[src/rtl/regfile_param.sv]
`default_nettype none
// ============================================================================
// Module : regfile_param
// Two-read/one-write register file with reservation scoreboard, write bypass
// and a sequential bulk-clear engine.
// Rev    : 1.0
// ============================================================================
module regfile_param #(
   parameter int WIDTH    = 16,
   parameter int ADDR_W   = 4,
   parameter int ZERO_REG = 1
) (
   input  logic              clk,
   input  logic              rst,
   input  logic [ADDR_W-1:0] rd_addr1,
   input  logic [ADDR_W-1:0] rd_addr2,
   output logic [WIDTH-1:0]  rd_data1,
   output logic [WIDTH-1:0]  rd_data2,
   output logic              rd_pend1,
   output logic              rd_pend2,
   input  logic              wr_en,
   input  logic [ADDR_W-1:0] wr_addr,
   input  logic [WIDTH-1:0]  wr_data,
   output logic              wr_ready,
   input  logic              rsv_en,
   input  logic [ADDR_W-1:0] rsv_addr,
   input  logic              clr_req,
   output logic              clr_done
);

   localparam int                DEPTH      = 2**ADDR_W;
   localparam logic [ADDR_W-1:0] C_LAST_IDX = ADDR_W'(DEPTH - 1);
   localparam logic [ADDR_W-1:0] C_ONE      = ADDR_W'(1);

   typedef enum logic [0:0] {
      S_IDLE  = 1'b0,
      S_CLEAR = 1'b1
   } state_t;

   state_t              state_q, state_d;
   logic [ADDR_W-1:0]   cnt_q, cnt_d;
   logic [WIDTH-1:0]    mem_q [DEPTH];
   logic [WIDTH-1:0]    mem_d [DEPTH];
   logic [DEPTH-1:0]    pend_q, pend_d;

   logic                w_idle;
   logic                w_commit;
   logic                w_rsv;
   logic                w_clr_done;
   logic [1:0][ADDR_W-1:0] w_rd_addr;

   function automatic logic is_zero_reg(input logic [ADDR_W-1:0] a);
      return (ZERO_REG != 0) && (a == '0);
   endfunction

   // Writes and reservations are only honoured in IDLE; the zero register
   // swallows both so it never holds data or a pending mark.
   assign w_idle   = (state_q == S_IDLE);
   assign w_commit = wr_en  && w_idle && !is_zero_reg(wr_addr);
   assign w_rsv    = rsv_en && w_idle && !is_zero_reg(rsv_addr);

   assign w_rd_addr = {rd_addr2, rd_addr1};

   generate
      for (genvar p = 0; p < 2; p++) begin : g_rd_port
         logic [WIDTH-1:0] w_data;
         logic             w_pend;

         always_comb begin
            w_data = mem_q[w_rd_addr[p]];
            w_pend = pend_q[w_rd_addr[p]];
            if (is_zero_reg(w_rd_addr[p])) begin
               w_data = '0;
               w_pend = 1'b0;
            end else if (w_commit && (wr_addr == w_rd_addr[p])) begin
               w_data = wr_data;
            end
         end
      end
   endgenerate

   assign rd_data1 = g_rd_port[0].w_data;
   assign rd_data2 = g_rd_port[1].w_data;
   assign rd_pend1 = g_rd_port[0].w_pend;
   assign rd_pend2 = g_rd_port[1].w_pend;
   assign wr_ready = w_idle;
   assign clr_done = w_clr_done;

   always_comb begin
      state_d    = state_q;
      cnt_d      = cnt_q;
      w_clr_done = 1'b0;
      case (state_q)
         S_IDLE: begin
            if (clr_req) begin
               state_d = S_CLEAR;
               cnt_d   = '0;
            end
         end
         S_CLEAR: begin
            cnt_d = cnt_q + C_ONE;
            if (cnt_q == C_LAST_IDX) begin
               state_d    = S_IDLE;
               w_clr_done = 1'b1;
            end
         end
         default: begin
            state_d = S_IDLE;
            cnt_d   = '0;
         end
      endcase
   end

   always_comb begin
      for (int i = 0; i < DEPTH; i++) begin
         mem_d[i] = mem_q[i];
      end
      if (w_commit) begin
         mem_d[wr_addr] = wr_data;
      end
      if (state_q == S_CLEAR) begin
         mem_d[cnt_q] = '0;
      end
   end

   // Reservation is applied after the write-side clear so a same-cycle
   // reserve of the written register leaves it pending.
   always_comb begin
      pend_d = pend_q;
      if (w_commit) begin
         pend_d[wr_addr] = 1'b0;
      end
      if (w_rsv) begin
         pend_d[rsv_addr] = 1'b1;
      end
      if (state_q == S_CLEAR) begin
         pend_d[cnt_q] = 1'b0;
      end
   end

   always_ff @(posedge clk) begin
      if (!rst) begin
         state_q <= S_IDLE;
         cnt_q   <= '0;
         pend_q  <= '0;
         for (int i = 0; i < DEPTH; i++) begin
            mem_q[i] <= '0;
         end
      end else begin
         state_q <= state_d;
         cnt_q   <= cnt_d;
         pend_q  <= pend_d;
         for (int i = 0; i < DEPTH; i++) begin
            mem_q[i] <= mem_d[i];
         end
      end
   end

endmodule
`default_nettype wire
[config.mk]
export PLATFORM = sky130hd
export DESIGN_NAME = regfile_param
export DESIGN_NICKNAME = d
export VERILOG_FILES = /design/src/rtl/regfile_param.sv
export SDC_FILE = /design/constraint.sdc
export NUM_CORES = 1
export LEC_CHECK = 0
export CORE_ASPECT_RATIO = 0.9
export CORE_MARGIN = 2
export CORE_UTILIZATION = 40
export DETAILED_ROUTE_END_ITERATION = 10
export GPL_TIMING_DRIVEN = 0
export PLACE_DENSITY = 0.65
export SYNTH_ARGS = -nofsm -noshare
export SYNTH_HDL_FRONTEND = slang
export SYNTH_SLANG_ARGS = --single-unit
[constraint.sdc]
create_clock -name clk -period 4.2 [get_ports clk]
set_input_delay 1.26 -clock clk [delete_from_list [all_inputs] [get_ports clk]]
set_output_delay 1.26 -clock clk [all_outputs]
set_load 0.1 [all_outputs]
# After elaboration in Yosys (flattened, before gate mapping)

Memory sizes are Yosys's and may differ from the RTL's.
Cells that the tools add are included.

Bitwise logic cells: 26
Add/subtract/negate cells: 1
Order comparisons: 12
Muxes and demuxes: 51
Eq/ne operators: 4
Reductions and logical operators: 17

Operators with widths:

| operator                                                              | number |
|---|---|
| 256-bit 2-to-1 mux                                                    | 2 |
| 16-bit 2-to-1 mux                                                     | 25 |
| 256-bit bitwise AND                                                   | 1 |
| 256-bit bitwise mux                                                   | 1 |
| 256-bit NOT                                                           | 1 |
| 16-bit demux with 4-bit select                                        | 2 |
| 16-bit bitwise AND                                                    | 2 |
| 16-bit NOT                                                            | 2 |
| 4-bit by 5-bit < comparator with 1-bit output, second input constant  | 5 |
| 4-bit zero test                                                       | 4 |
| 1-bit bitwise OR                                                      | 16 |
| 16-bit bitwise OR                                                     | 1 |
| 1-bit 2-to-1 mux                                                      | 13 |
| 1-bit demux with 4-bit select                                         | 3 |
| 4-bit by 1-bit >= comparator with 1-bit output, second input constant | 3 |
| 1-bit logical AND                                                     | 11 |
| 5-bit >= comparator, second input constant                            | 2 |
| 5-bit by 1-bit < comparator with 1-bit output, second input constant  | 2 |
| 4-bit NOT with 5-bit output                                           | 2 |
| 1-bit binary-select mux with 4-bit select                             | 2 |
| 4-bit equality test                                                   | 2 |
| 4-bit one-hot mux with 2 select lines                                 | 1 |
| 4-bit by 1-bit adder with 4-bit output, second input constant         | 1 |
| 4-bit equality test, second input constant                            | 1 |
| other kinds (5)                                                       | 6 |

Logic and storage cells: 115
Memories: 1
Bits in registers: 21
Bits of input ports: 37
Bits in writable memories: 256

Memory list:

| memory | depth | width | read ports | clocked after memory_dff | wr ports | RTL line | source |
|---|---|---|---|---|---|---|---|
| mem_q  | 16    | 16    | 18         | 0                        | 16       | 42       | `logic [WIDTH-1:0] mem_q [DEPTH];` |

# Logic depth before layout (Yosys ltp)

Depth after elaboration: 11
Depth in mapped cells: 8
Depth with buffers taken out: 5

# Worst setup path before layout

Ideal clock, no wire load.

Kind: input-to-output
Start: in rd_addr2[0]
End: out rd_pend2
Stages: 7
Arrival time: 4.050 ns
Buffers on the path: 3
Setup slack: -1.110 ns
Cell sequence: buf_4 -> or3_1 -> buf_2 -> or2_1 -> buf_2 -> nand2_1 -> o21ai_0

Longest elaborated chain between the ends: 3
Elaborated cells between the ends (all ways): 4
Those cells by class: mux (3); reduce/logical (1)

Ends and longest elaborated chain:

| item                                      | RTL line | source |
|---|---|---|
| from (decl)                               | 16       | `input logic [ADDR_W-1:0] rd_addr2,` |
| 1-bit binary-select mux with 4-bit select | 71       | `w_pend = pend_q[w_rd_addr[p]];` |
| 1-bit 2-to-1 mux (implied by the code)    | 71       |  |
| 1-bit 2-to-1 mux *                        | 72       | `if (is_zero_reg(w_rd_addr[p])) begin` |
| to (decl)                                 | 20       | `output logic rd_pend2,` |

Every way passes the cells marked *; elsewhere a longest branch is shown, timed or not. The select of a mux whose other input is x is not followed.

# Worst setup path after layout

Start: in rd_addr1[2]
End: out rd_data1[8]

Longest elaborated chain between the ends: 4
Elaborated cells between the ends (all ways): 6
Those cells by class: eq/ne (1); mux (2); reduce/logical (2); memory (1)

Ends and longest elaborated chain:

| item                                                       | RTL line | source |
|---|---|---|
| from (decl)                                                | 15       | `input logic [ADDR_W-1:0] rd_addr1,` |
| branches (longest 3 deep; another with memory 16 x 16 bit) | -        |  |
| 16-bit 2-to-1 mux *                                        | 72       |  |
| to (decl)                                                  | 17       | `output logic [WIDTH-1:0] rd_data1,` |

Mark *: on every way between the ends.

==> metrics <==
number of diodes 0; distinct cell type count of the synthesized netlist 49; reg2reg end pend_q[14]; Setup WS post-layout -0.0457 ns; kind of critical path in -> out; YS warnings 0; cells after synthesis 1741; via/cell ratio 6.32; initial antenna violation count 0; Startpoint Class primary input; post-DP HPWL 44500 um; hold endpoint mem_q[12][5]; Clk pwr share 0.458; reg2reg start state_q; number of placed I/O pins 73; Routed Antenna Nets 0; fin crit period 4.25 ns; placed instance area 0.0164 mm2; internal power 4850 uW; CTS Hold Bufs 0; share of post-route cells with drive strength above 1 0.297; most common flop cell mapped by yosys dfxtp_1; WP data arrival 2.99 ns; H-tree levels 1; Finished Cell Area 0.0202 mm2; Seq pwr share 0.401; #FFs+latches synth between 200 and 300; peak supply drop roughly 0.00033 V; P_sw between 1500 and 2000 uW; clock root cell clkbuf_16; post-layout util 0.559; Syn Nets between 1500 and 2000; register-to-register setup slack 1.80 ns; final setup vio count 16; Hold Startpoint mem_q[12][5]; die height 186 um; CTS Buf Count 31; final hold violations 0; hold-critical path depth 2; Clk pin slew, worst setup/hold paths 0.06 ns; Die Footprint 0.0383 mm2; input/output buffers 52; Worst-Margin Slew 1.24 ns; CTS Sinks 277; Finished Layout Cells around 2400; final wirelength 63600 um; pin count of the biggest net entering global routing 16; Pins Over Slew Limit 0; Area Growth Syn to Fin 37.8%; RSZ-0062 raised after global routing yes; final period utilization 1.01; P per Cell Area 330 mW/mm2; Crit. End Element primary output; Clk Latency, worst-skew pair 0.60 ns; Placement Rows between 60 and 70; RePlAce Congestion 1.02; Critical Path Fanout Max 6; CTS max path bufs 3; drt drc 0; maxcap violations 0; FFs w/ async S/R, synth 0; vias in the first global route 14000; first-pass GRT wire length 91900 um; total power draw 6670 uW; vias post-DR 15000; syn_area_per_cell 8.44 um2; grt total ovfl 0; sw frac 0.273; Nets 1920; cell count of the worst reg-to-reg path 5; Total GRT Usage 0.327; achievable clock frequency 236 MHz; max-slew headroom at the worst pin 0.172; Hold Crit Class reg -> reg; register area share after synthesis 0.378; Core Region approximately 0.036 mm2; Post-Syn Area 0.0147 mm2; width of the die 206 um; failing checks setup timing; number of synthesized flops with an enable pin 0; starting DRC count in detailed routing 1805; TNS Setup -0.372 ns; Inst Count DP about 2300; Starting Density 0.406; CTS tree done; drt wl/cell roughly 27 um; required time worst endpoint a little under 3 ns; CP startpoint rd_addr1[2]; status finished with violations; Logic pwr share 0.141; Layout Skew 0.00948 ns; first drt pass iteration count 5; leakage power 0.00662 uW
-- flip-flops by register name, indices dropped and copies added, names as in the netlist --
register	cells
cnt_q	4
pend_q	16
state_q	1
mem_q	256
-- cell usage after synthesis (all sizes together), types with 30 or more instances --
cell type / number / area (um2)
dfxtp: 277 / 5550
mux4: 72 / 1620
clkbuf: 87 / 347
a31oi: 30 / 188
a211oi: 32 / 240
nand3: 36 / 185
o31ai: 32 / 240
nand2: 501 / 1880
mux2i: 129 / 1290
o22ai: 64 / 400
a21oi: 245 / 1230
buf: 88 / 531
-- critical path, stage by stage --
cell and delay [ns]:
buf_8 0.11, buf_8 0.13, or3_4 0.38, buf_6 0.15, clkbuf_16 0.17, o22ai_4 0.26
a211oi_4 0.07, a31oi_4 0.23, buf_12 0.21
-- kinds of logic (layout without fill, tap and decap cells) --
logic type,Yosys count,after routing,synth area share
DFF,277,277,0.378
muxes,207,207,0.203
buffers and inverters,181,344,0.0612
adders and majority gates,4,4,0.00341
AOI/OAI and AO/OA,439,439,0.172
xor gates and xnor gates,8,8,0.00477
and+or+nand+nor,625,625,0.178
-- per-stage QoR --
| step | hold slack [ns] | setup slack (ns) |
|---|---|---|
| floorplan | 0.443 | -0.0210 |
| global placement | 0.449 | -2.05 |
| detailed placement | 0.456 | -2.03 |
| CTS | 0.465 | -0.00756 |
| global route | 0.483 | -0.0534 |
| finish | 0.471 | -0.0457 |
-- cell usage in the layout (no fill, tap or decap), types with 25 or more instances in the layout --
cell type,instances
a21oi_1,243
a31oi_4,30
and2_1,26
buf_12,56
buf_2,39
buf_4,49
buf_6,25
clkbuf_1,55
clkbuf_16,34
dfxtp_1,277
mux2i_1,79
mux2i_2,40
mux4_2,72
nand2_1,501
nand3_1,33
o22ai_2,32
o22ai_4,27
-- layer usage --
layer	track usage	share of wire	vias to the layer above
met1	0.427	0.37	7288
met5	0	0.00097	-
met4	0.158	0.057	2
li1	-	-	6430
met2	0.496	0.43	1085
met3	0.0944	0.13	239
-- power by group through the flow --
stage	sequential, uW	combinational [uW]	clock [uW]
floorplan	2730	459	0
global placement	2730	687	0
detailed placement	2730	693	0
CTS	2680	868	3050
global route	2680	953	3150
finish	2680	939	3060
-- how the worst max path moves through the flow --
| stage | end |
|---|---|
| 3_5_place_dp | rd_data2[7] |
| 3_3_place_gp | rd_data2[3] |
| 2_1_floorplan | rd_data2[0] |
| 5_1_grt | rd_data1[10] |
| 6_report | rd_data1[8] |
| 4_1_cts | rd_data1[10] |
-- what timing repair did --
action / in CTS / in global routing
pin swaps: 70 / 35
gates cloned: 9 / 1
hold endpoints to repair: 0 / 0
setup endpoints to repair: 34 / 33
gates resized for setup: 652 / 86
buffers inserted: 39 / 12
-- area by class of cell --
class	count	area (um2)
Fill cell	3088	15900
Multi-Input combinational cell	1283	10100
Sequential cell	277	5550
Timing Repair Buffer	113	1530
Buffer	167	1330
Clock buffer	42	897
Tap cell	476	596
Clock inverter	16	236
Inverter	6	22.5
(Power assumes the default switching activity.)
